File: src/rtl/fft_axis_framer.sv
// Packs bit-reversed FFT sample pairs into AXI-Stream beats, buffering whole frames.
// A frame is admitted only if it fits completely in the FIFO; otherwise it is dropped and counted.
module fft_axis_framer #(
   parameter int LGSIZE = 5,
   parameter int WIDTH  = 24,
   parameter int LGFIFO = 5
) (
   input  logic                 i_clk,
   input  logic                 i_areset_n,
   input  logic                 i_ce,
   input  logic [2*WIDTH-1:0]   i_sample_0,
   input  logic [2*WIDTH-1:0]   i_sample_1,
   input  logic                 i_sync,
   input  logic                 i_clear,
   output logic                 M_AXIS_TVALID,
   input  logic                 M_AXIS_TREADY,
   output logic [4*WIDTH-1:0]   M_AXIS_TDATA,
   output logic                 M_AXIS_TLAST,
   output logic                 M_AXIS_TUSER,
   output logic                 o_sync_err,
   output logic [15:0]          o_drop_count
);

   localparam int FRAME = 1 << (LGSIZE - 1);
   localparam int DEPTH = 1 << LGFIFO;
   localparam int IW    = LGSIZE - 1;
   localparam int FW    = 4 * WIDTH + 2;

   generate
      if (LGFIFO < LGSIZE - 1 || LGSIZE < 2) begin : gBadParams
         $error("fft_axis_framer: FIFO must hold at least one frame (LGFIFO >= LGSIZE-1, LGSIZE >= 2)");
      end
   endgenerate

   typedef enum logic [1:0] {S_WAIT, S_PASS, S_DROP} state_t;

   logic [1:0]        rstSync_q;
   logic              rstN;
   state_t            state_q, state_d;
   logic [IW-1:0]     idx_q, idx_d;
   logic [LGFIFO:0]   fill_q, fill_d;
   logic [LGFIFO-1:0] wrPtr_q, rdPtr_q;
   logic [FW-1:0]     mem [DEPTH];
   logic [FW-1:0]     wrWord, rdWord;
   logic              frameStart, admit, wrEn, pop, syncEvt, dropEvt;
   logic              tvalid_q, tlast_q, tuser_q;
   logic [4*WIDTH-1:0] tdata_q;
   logic              syncErr_q, syncErr_d;
   logic [15:0]       dropCount_q, dropCount_d;

   // Asserts asynchronously, releases two clocks after i_areset_n rises.
   always_ff @(posedge i_clk or negedge i_areset_n) begin
      if (!i_areset_n) rstSync_q <= '0;
      else             rstSync_q <= {rstSync_q[0], 1'b1};
   end
   assign rstN = rstSync_q[1];

   assign frameStart = i_ce && ((state_q == S_WAIT && i_sync) || (state_q != S_WAIT && idx_q == '0));
   assign admit      = fill_q <= (LGFIFO+1)'(DEPTH - FRAME);
   assign wrWord     = {idx_q == '0, idx_q == '1, i_sample_1, i_sample_0};
   assign rdWord     = mem[rdPtr_q];
   assign pop        = (fill_q != '0) && (!tvalid_q || M_AXIS_TREADY);

   always_comb begin
      state_d = state_q;
      idx_d   = idx_q;
      wrEn    = 1'b0;
      syncEvt = 1'b0;
      dropEvt = 1'b0;
      if (frameStart) begin
         wrEn    = admit;
         dropEvt = !admit;
         state_d = admit ? S_PASS : S_DROP;
         idx_d   = idx_q + IW'(1);
      end else if (i_ce && state_q != S_WAIT) begin
         wrEn    = (state_q == S_PASS);
         syncEvt = i_sync;
         idx_d   = idx_q + IW'(1);
      end
   end

   // An error or drop in the same cycle as i_clear takes precedence over the clear.
   always_comb begin
      syncErr_d   = syncEvt | (syncErr_q & ~i_clear);
      dropCount_d = i_clear ? 16'd0 : dropCount_q;
      if (dropEvt) begin
         if (i_clear)                     dropCount_d = 16'd1;
         else if (dropCount_q != 16'hFFFF) dropCount_d = dropCount_q + 16'd1;
      end
      fill_d = fill_q + (LGFIFO+1)'(wrEn) - (LGFIFO+1)'(pop);
   end

   always_ff @(posedge i_clk or negedge rstN) begin
      if (!rstN) begin
         state_q     <= S_WAIT;
         idx_q       <= '0;
         fill_q      <= '0;
         wrPtr_q     <= '0;
         rdPtr_q     <= '0;
         syncErr_q   <= 1'b0;
         dropCount_q <= '0;
      end else begin
         state_q     <= state_d;
         idx_q       <= idx_d;
         fill_q      <= fill_d;
         syncErr_q   <= syncErr_d;
         dropCount_q <= dropCount_d;
         if (wrEn) wrPtr_q <= wrPtr_q + LGFIFO'(1);
         if (pop)  rdPtr_q <= rdPtr_q + LGFIFO'(1);
      end
   end

   always_ff @(posedge i_clk) begin
      if (wrEn) mem[wrPtr_q] <= wrWord;
   end

   // Output register: refilled whenever it is empty or being consumed.
   always_ff @(posedge i_clk or negedge rstN) begin
      if (!rstN) begin
         tvalid_q <= 1'b0;
         tdata_q  <= '0;
         tlast_q  <= 1'b0;
         tuser_q  <= 1'b0;
      end else if (pop) begin
         tvalid_q <= 1'b1;
         tdata_q  <= rdWord[4*WIDTH-1:0];
         tlast_q  <= rdWord[4*WIDTH];
         tuser_q  <= rdWord[4*WIDTH+1];
      end else if (M_AXIS_TREADY) begin
         tvalid_q <= 1'b0;
      end
   end

   assign M_AXIS_TVALID = tvalid_q;
   assign M_AXIS_TDATA  = tdata_q;
   assign M_AXIS_TLAST  = tlast_q;
   assign M_AXIS_TUSER  = tuser_q;
   assign o_sync_err    = syncErr_q;
   assign o_drop_count  = dropCount_q;

   aNoOverflow: assert property (@(posedge i_clk) disable iff (!rstN)
      !(wrEn && fill_q == (LGFIFO+1)'(DEPTH)));

endmodule

File: config.mk
export PLATFORM = sky130hd
export DESIGN_NAME = fft_axis_framer
export DESIGN_NICKNAME = d
export VERILOG_FILES = /design/src/rtl/fft_axis_framer.sv
export SDC_FILE = /design/constraint.sdc
export NUM_CORES = 2
export LEC_CHECK = 0
export BUFFER_PORTS_ARGS = -buffer_cell sky130_fd_sc_hd__clkbuf_2
export CAP_MARGIN = 40
export CELL_PAD_IN_SITES_DETAIL_PLACEMENT = 0
export CELL_PAD_IN_SITES_GLOBAL_PLACEMENT = 2
export CORE_ASPECT_RATIO = 0.8
export CORE_MARGIN = 2
export CORE_UTILIZATION = 54
export DETAILED_ROUTE_END_ITERATION = 10
export PLACE_DENSITY_LB_ADDON = 0.1
export SLEW_MARGIN = 25
export SYNTH_ARGS = -nofsm -noshare
export SYNTH_HDL_FRONTEND = slang
export SYNTH_SLANG_ARGS = --single-unit
File: constraint.sdc
create_clock -name i_clk -period 8.2 [get_ports i_clk]
set_input_delay 0.41 -clock i_clk [delete_from_list [all_inputs] [get_ports i_clk]]
set_output_delay 0.41 -clock i_clk [all_outputs]
set_load 0.01 [all_outputs]
Word level (Yosys, flattened, before mapping)
Memory sizes are Yosys's and may differ from the RTL's. A register that Yosys moved wholly into a read port is not among the register bits.
Index checks and enable logic that the tools add are counted.
W data, S select, Z words.
- register bits: 42
- bits in writable memories: 3136
- bits of input ports: 102
- output and inout bits: 116
- word-level logic and storage cells: 55
- memories: 1
- $add $sub $neg: 6
- order comparisons: 1
- eq/ne operators: 3
- multiplexer cells: 16
- bitwise logic cells: 3
- reductions and logical operators: 16
- memory list (name ; depth ; width ; read ports ; clocked after memory_dff ; write ports ; RTL line ; RTL):
    mem ; 32 ; 98 ; 1 ; 1 ; 1 ; 43 ; logic [FW-1:0] mem [DEPTH];
- operators with widths (kind ; number):
    $mux W16 ; 4
    $add A16 B1 Y16 const B ; 1
    $ne A16 B16 Y1 const B ; 1
    $add A5 B1 Y5 const B ; 2
    $mux W1 ; 9
    $mux W4 ; 2
    $add A6 B1 Y6 ; 1
    $le A6 B5 Y1 const B ; 1
    $reduce_bool A2 Y1 ; 3
    $reduce_bool A6 Y1 ; 1
    $sub A6 B1 Y6 ; 1
    $logic_and A1 B1 Y1 ; 5
    $add A4 B1 Y4 const B ; 1
    $eq A4 B4 Y1 const B ; 1
    $logic_not A4 Y1 ; 1
    $logic_not A1 Y1 ; 3
    $eq A2 B1 Y1 const B ; 1
    $logic_not A2 Y1 ; 1
    $logic_or A1 B1 Y1 ; 2
    $mux W2 ; 1
    $and A1 B1 Y1 ; 1
    $not A1 Y1 ; 1
    $or A1 B1 Y1 ; 1

Longest topological paths before layout
- word-level depth: 7
- mapped depth: 15
- depth with buffers taken out: 14

Worst setup path after synthesis
Ideal clock, no wire load.
- kind: reg2reg
- start point: reg idx_q[0]
- end point: mem mem[31][0] in the netlist's numbering, enable pin
- setup time: 0.556 ns
- data arrival time: 6.193 ns
- setup slack: 1.451 ns
- stages on the path, launching flop included: 8
- path buffers: 1
- clock period less this slack: 6.749 ns
- cell sequence: dfrtp_1 > inv_1 > ha_1 > nor3b_4 > o221a_2 > clkbuf_1 > nand2_1 > nor2_1
- longest elaborated chain between the ends: 7
- ends and longest elaborated chain (element ; RTL line ; RTL):
    start: declaration ; 40 ; logic [IW-1:0] idx_q, idx_d;
    start signal: assignment ; 104 ; idx_q <= idx_d;
    $logic_not A4 Y1 ; -- ;
    net wrWord[97] ; 44 ; logic [FW-1:0] wrWord, rdWord;
    $logic_and A1 B1 Y1 ; 58 ; assign frameStart = i_ce && ((state_q == S_WAIT && i_sync) || (state_q != S_WAIT && idx_q == '0));
    $logic_or A1 B1 Y1 ; 58 ;
    $logic_and A1 B1 Y1 ; 58 ;
    $mux W1 ; 70 ; if (frameStart) begin
    $mux W1 ; 114 ; if (wrEn) mem[wrPtr_q] <= wrWord;
    $mux W1 (implied by the code) ; 114 ;
    end: declaration ; 43 ;
The timed path passes the listed nets, and every way through them passes these cells.

Final worst setup path
- start point: reg fill_q[2]
- end point: mem mem[22][74] in the netlist's numbering, enable pin
- longest elaborated chain between the ends: 4
- ends and longest elaborated chain (element ; RTL line ; RTL):
    start: declaration ; 41 ; logic [LGFIFO:0] fill_q, fill_d;
    start signal: assignment ; 105 ; fill_q <= fill_d;
    $le A6 B5 Y1 ; 59 ; assign admit = fill_q <= (LGFIFO+1)'(DEPTH - FRAME);
    $mux W1 ; 70 ;
    $mux W1 ; 114 ;
    $mux W1 (implied by the code) ; 114 ;
Every way passes these cells.

==> results.txt <==
* Final worst hold slack: 0.0373 ns
* Buffer levels on the longest clock path: 4
- The number of endpoints with negative hold slack in the final report was 0.
* Post-synthesis register bit count: 3276
- Total number of H-tree levels: 5
- After detailed routing, the number of vias per cell comes to 6.55.
* Register-to-register setup slack: 3.79 ns
* TritonCTS clock tree: done
* Multiplexer share of the synthesized area: 14.4%
- The die is 431 µm tall.
- Largest net degree at the start of global routing: 152
* Detailed-route DRC error count: 0
- Synth area leader: sky130_fd_sc_hd__edfxtp_1
- Highest net fanout along the worst path: 38
- In this run the count of I/O pins placed on the die edge is 218.
* Startpoint of the worst register-to-register path: fill_q[2]
- Clock-pin slew was measured on the worst setup and hold paths at 0.06 ns.
* Req. time, crit path: 8.67 ns
- The synthesized netlist devotes 0.189% of its cell area to adder and majority cells.
- Fraction of post-synthesis cell area in the top cell type by area: 76.5%
- Across the VDD grid, the largest voltage drop is 234 µV.
- Clock tree synthesis selected as its root buffer the cell sky130_fd_sc_hd__clkbuf_16.
* Number of library cell types mapped by synthesis: 55
* Number of placed instances with taps included: 8432
- Timing would allow up to 227 MHz.
- Max-slew violation total from the final report: 0
- Leading cell types by total area after synthesis: sky130_fd_sc_hd__edfxtp_1, sky130_fd_sc_hd__mux4_2, sky130_fd_sc_hd__dfrtp_1
* Number of clock buffers inserted by TritonCTS: 319
* R2r endpoint: mem[22][74]
- Final critical delay including setup and external delays: 4.41 ns
- Total of endpoints with negative setup slack in the final report: 0
* Xor/xnor share of the synthesized area: 0.107%
* Via count of the first global-routing pass: 59373
* Compound-cell area share of the yosys netlist: 3.51%
- Worst setup startpoint: fill_q[2]
- Antenna-violating nets left: 0
* Critical Path Source Type: flip-flop
- Among all flip-flop cells after synthesis, the most frequent one is sky130_fd_sc_hd__edfxtp_1.
* Placement row count: 156
* Dominant combinational cell family by area after synthesis: multiplexers
- Critical Path End: mem[22][74]
- The analysis attributes to cell leakage a power of 0.0437 µW.
- Synthesized area per cell: 22.8 µm²
- Overall die width: 538 µm
- Met1 global-route usage: 42.2%
* Met2 track demand over resource in global routing: 40.7%
- Clock sink count: 3276
- In this run the standard cell core region covers 226000 µm².
* Via total after detailed routing: 59259
- Kind of end point of the critical path: flip-flop
- In the finished design, the share of the clock period the worst path needs comes to 53.8%.
- The first global-routing pass estimated 443000 µm of wire.
- The Yosys step of the flow raised 0 warnings.
- Insertion delay of the later-clocked pin in the worst-skew pair: 0.87 ns
- At the pin with the least slew margin, the transition time is 1.20 ns.
- Power per unit of standard cell area: 332 nW/µm²
* Utilization after layout: 61.5%
- Setup repair after global routing left no endpoint under its margin.
* Class of the worst hold path: primary input to flip-flop
- In this run, synthesis inferred 3136 flip-flops with an integrated enable.
- Fraction of registers with async set/reset: 4.27%
* Post-layout net count: 5896
* Data arrival, critical path: 4.88 ns
* Max-slew headroom: 20.1%
* Worst Reg2Reg Path Length in Cells: 9
- Non-filler cells, final: 9042
* GRT busiest layer: met1
- For this run the aggregate overflow at the end of global routing stands at 0.
- The post-route netlist has 29.2% of its cells at a drive strength greater than 1.
- Cells after Synth: 5398
- After detailed routing, the average wire length per cell comes to 34.3 µm.
- Global routing used 4.34% of the available met3 tracks.
- In the final timing run, aggregate negative setup slack is 0 ns.
- Count of maximum capacitance violations: 0
* Number of antenna violations at the first check in global routing: 20
* Relative area change from synthesis to final layout: 13.1%
* Synth Area in Simple Gates: 1.17%
- Area of the die: 232000 µm²
* Fraction of the yosys area taken by sequential cells: 79.4%
- RePlAce Congestion: 0.754
- Gates resized during post-CTS repair numbered 0.
- Summed instance area of the synthesized netlist: 123000 µm²
- Net count after synthesis: 5518
- All-layer global routing usage: 27.0%
- Run status: complete, no violations
- The critical path is of the flip-flop to flip-flop type.
- Number of I/O port buffers: 217
* Routed wire length: 310000 µm
- For the final database, setup skew stands at 0.0377 ns.
- Detailed placement finished with a half-perimeter wire length of 164000 µm.
* Starting density of the core: 54.4%
- For this block, the initial DRC count from the detailed router was 7384.
* Pre-Repair DR Iteration Count: 5
## stage by stage
step,instance area [µm²],total power (µW),worst slack (ns)
global placement,128000,32100,3.39
CTS,139000,46600,3.61
floorplan,123000,28000,1.45
finish,139000,46200,3.79
global route,139000,48000,3.51
detailed placement,129000,32400,3.62
## area by class of cell
| cell class | instances | area [µm²] |
|---|---|---|
| inverter | 18 | 70.1 |
| clock inverter | 136 | 1160 |
| multi-input combinational | 1790 | 24200 |
| fill | 15467 | 87100 |
| sequential | 3276 | 97700 |
| antenna | 13 | 32.5 |
| clock buffer | 436 | 8970 |
| tap | 3002 | 3760 |
| timing repair buffer | 371 | 3230 |
## cells in the final DEF, fill, tap and decap left out, types with 6 or more instances in the layout
cell	n
sky130_fd_sc_hd__nor2_4	34
sky130_fd_sc_hd__a21oi_1	13
sky130_fd_sc_hd__inv_6	6
sky130_fd_sc_hd__dlygate4sd3_1	10
sky130_fd_sc_hd__nor2_1	11
sky130_fd_sc_hd__buf_12	45
sky130_fd_sc_hd__clkinv_2	43
sky130_fd_sc_hd__buf_16	20
sky130_fd_sc_hd__xnor2_1	12
sky130_fd_sc_hd__mux2_2	116
sky130_fd_sc_hd__clkbuf_8	25
sky130_fd_sc_hd__o31ai_1	7
sky130_fd_sc_hd__a22oi_1	168
sky130_fd_sc_hd__clkinv_1	58
sky130_fd_sc_hd__clkbuf_2	218
sky130_fd_sc_hd__clkbuf_1	78
sky130_fd_sc_hd__ha_1	17
sky130_fd_sc_hd__diode_2	13
sky130_fd_sc_hd__buf_4	77
sky130_fd_sc_hd__nand3_1	66
sky130_fd_sc_hd__or4_1	49
sky130_fd_sc_hd__bufinv_16	20
sky130_fd_sc_hd__mux4_2	728
sky130_fd_sc_hd__o221a_2	53
sky130_fd_sc_hd__edfxtp_1	3136
sky130_fd_sc_hd__clkbuf_16	333
sky130_fd_sc_hd__dfrtp_1	135
sky130_fd_sc_hd__nand2_1	63
sky130_fd_sc_hd__inv_1	17
sky130_fd_sc_hd__o21ai_1	57
sky130_fd_sc_hd__o21ai_0	101
sky130_fd_sc_hd__o22ai_1	224
sky130_fd_sc_hd__nand4_1	6
sky130_fd_sc_hd__clkinvlp_4	7
## state kept, by name, indices dropped and copies added (netlist names)
name	count
M_AXIS_TDATA	96
M_AXIS_TLAST	1
M_AXIS_TUSER	1
M_AXIS_TVALID	1
fill_q	6
idx_q	4
mem	3136
o_drop_count	16
o_sync_err	1
rdPtr_q	5
rstSync_q	2
state_q	2
wrPtr_q	5
## kinds of logic (layout without fill, tap and decap cells)
| kind of cell | after synthesis | after routing |
|---|---|---|
| AOI/OAI and AO/OA | 641 | 641 |
| xor gates and xnor gates | 15 | 15 |
| adders and majority gates | 18 | 18 |
| buffers and inverters | 332 | 961 |
| DFF | 3276 | 3276 |
| muxes | 844 | 844 |
| other | 1 | 14 |
| and+or+nand+nor | 271 | 271 |
## layer usage
| metal | up-vias | share of wire [%] |
|---|---|---|
| li1 | 23930 | - |
| met1 | 32523 | 44 |
| met2 | 2388 | 46 |
| met3 | 412 | 7.4 |
| met4 | 6 | 2.1 |
| met5 | - | 0.014 |
## worst max-delay path, cell delays in order, from the launching register on
cell                      delay (ns)
sky130_fd_sc_hd__dfrtp_1        0.38
sky130_fd_sc_hd__inv_1          0.09
sky130_fd_sc_hd__ha_1           0.14
sky130_fd_sc_hd__nor3b_1        0.41
sky130_fd_sc_hd__mux2_2         0.31
sky130_fd_sc_hd__o221a_2        0.42
sky130_fd_sc_hd__nand2_1        0.56
sky130_fd_sc_hd__nor2_4         0.27
sky130_fd_sc_hd__buf_4          0.59
sky130_fd_sc_hd__buf_4          0.78
## power breakdown
group / internal, µW / switching [µW]
Clock: 8280 / 6010
Combinational: 5160 / 6900
Sequential: 19300 / 614
Total: 32700 / 13500
## repair_timing
action	in CTS	in global routing
hold buffers	7	3
buffers inserted	0	0
hold endpoints to repair	18	18
## how the worst min path moves through the flow
stage | to | cells after the start | from
2_1_floorplan | rstSync_q[0] | 0 | i_areset_n
3_5_place_dp | rstSync_q[0] | 1 | i_areset_n
5_1_grt | mem[13][49] | 2 | i_sample_1[1]
4_1_cts | mem[2][76] | 1 | i_sample_1[28]
6_report | mem[11][49] | 2 | i_sample_1[1]
3_3_place_gp | rstSync_q[0] | 1 | i_areset_n
## synthesized netlist by cell type (all sizes together), types with 3 or more instances
library cell / n
and4: 3
mux4: 728
nand3: 66
o31ai: 7
edfxtp: 3136
clkbuf: 160
nor2: 45
nand3b: 5
or4: 50
xnor2: 12
a22oi: 168
o22ai: 224
o221a: 57
a21oi: 13
inv: 18
xor2: 3
nand2b: 4
mux2: 116
nand4: 6
nor4: 5
ha: 17
o21ai: 159
nor2b: 6
buf: 154
nand2: 69
dfrtp: 140
or3: 4
(Power assumes the default switching activity.)
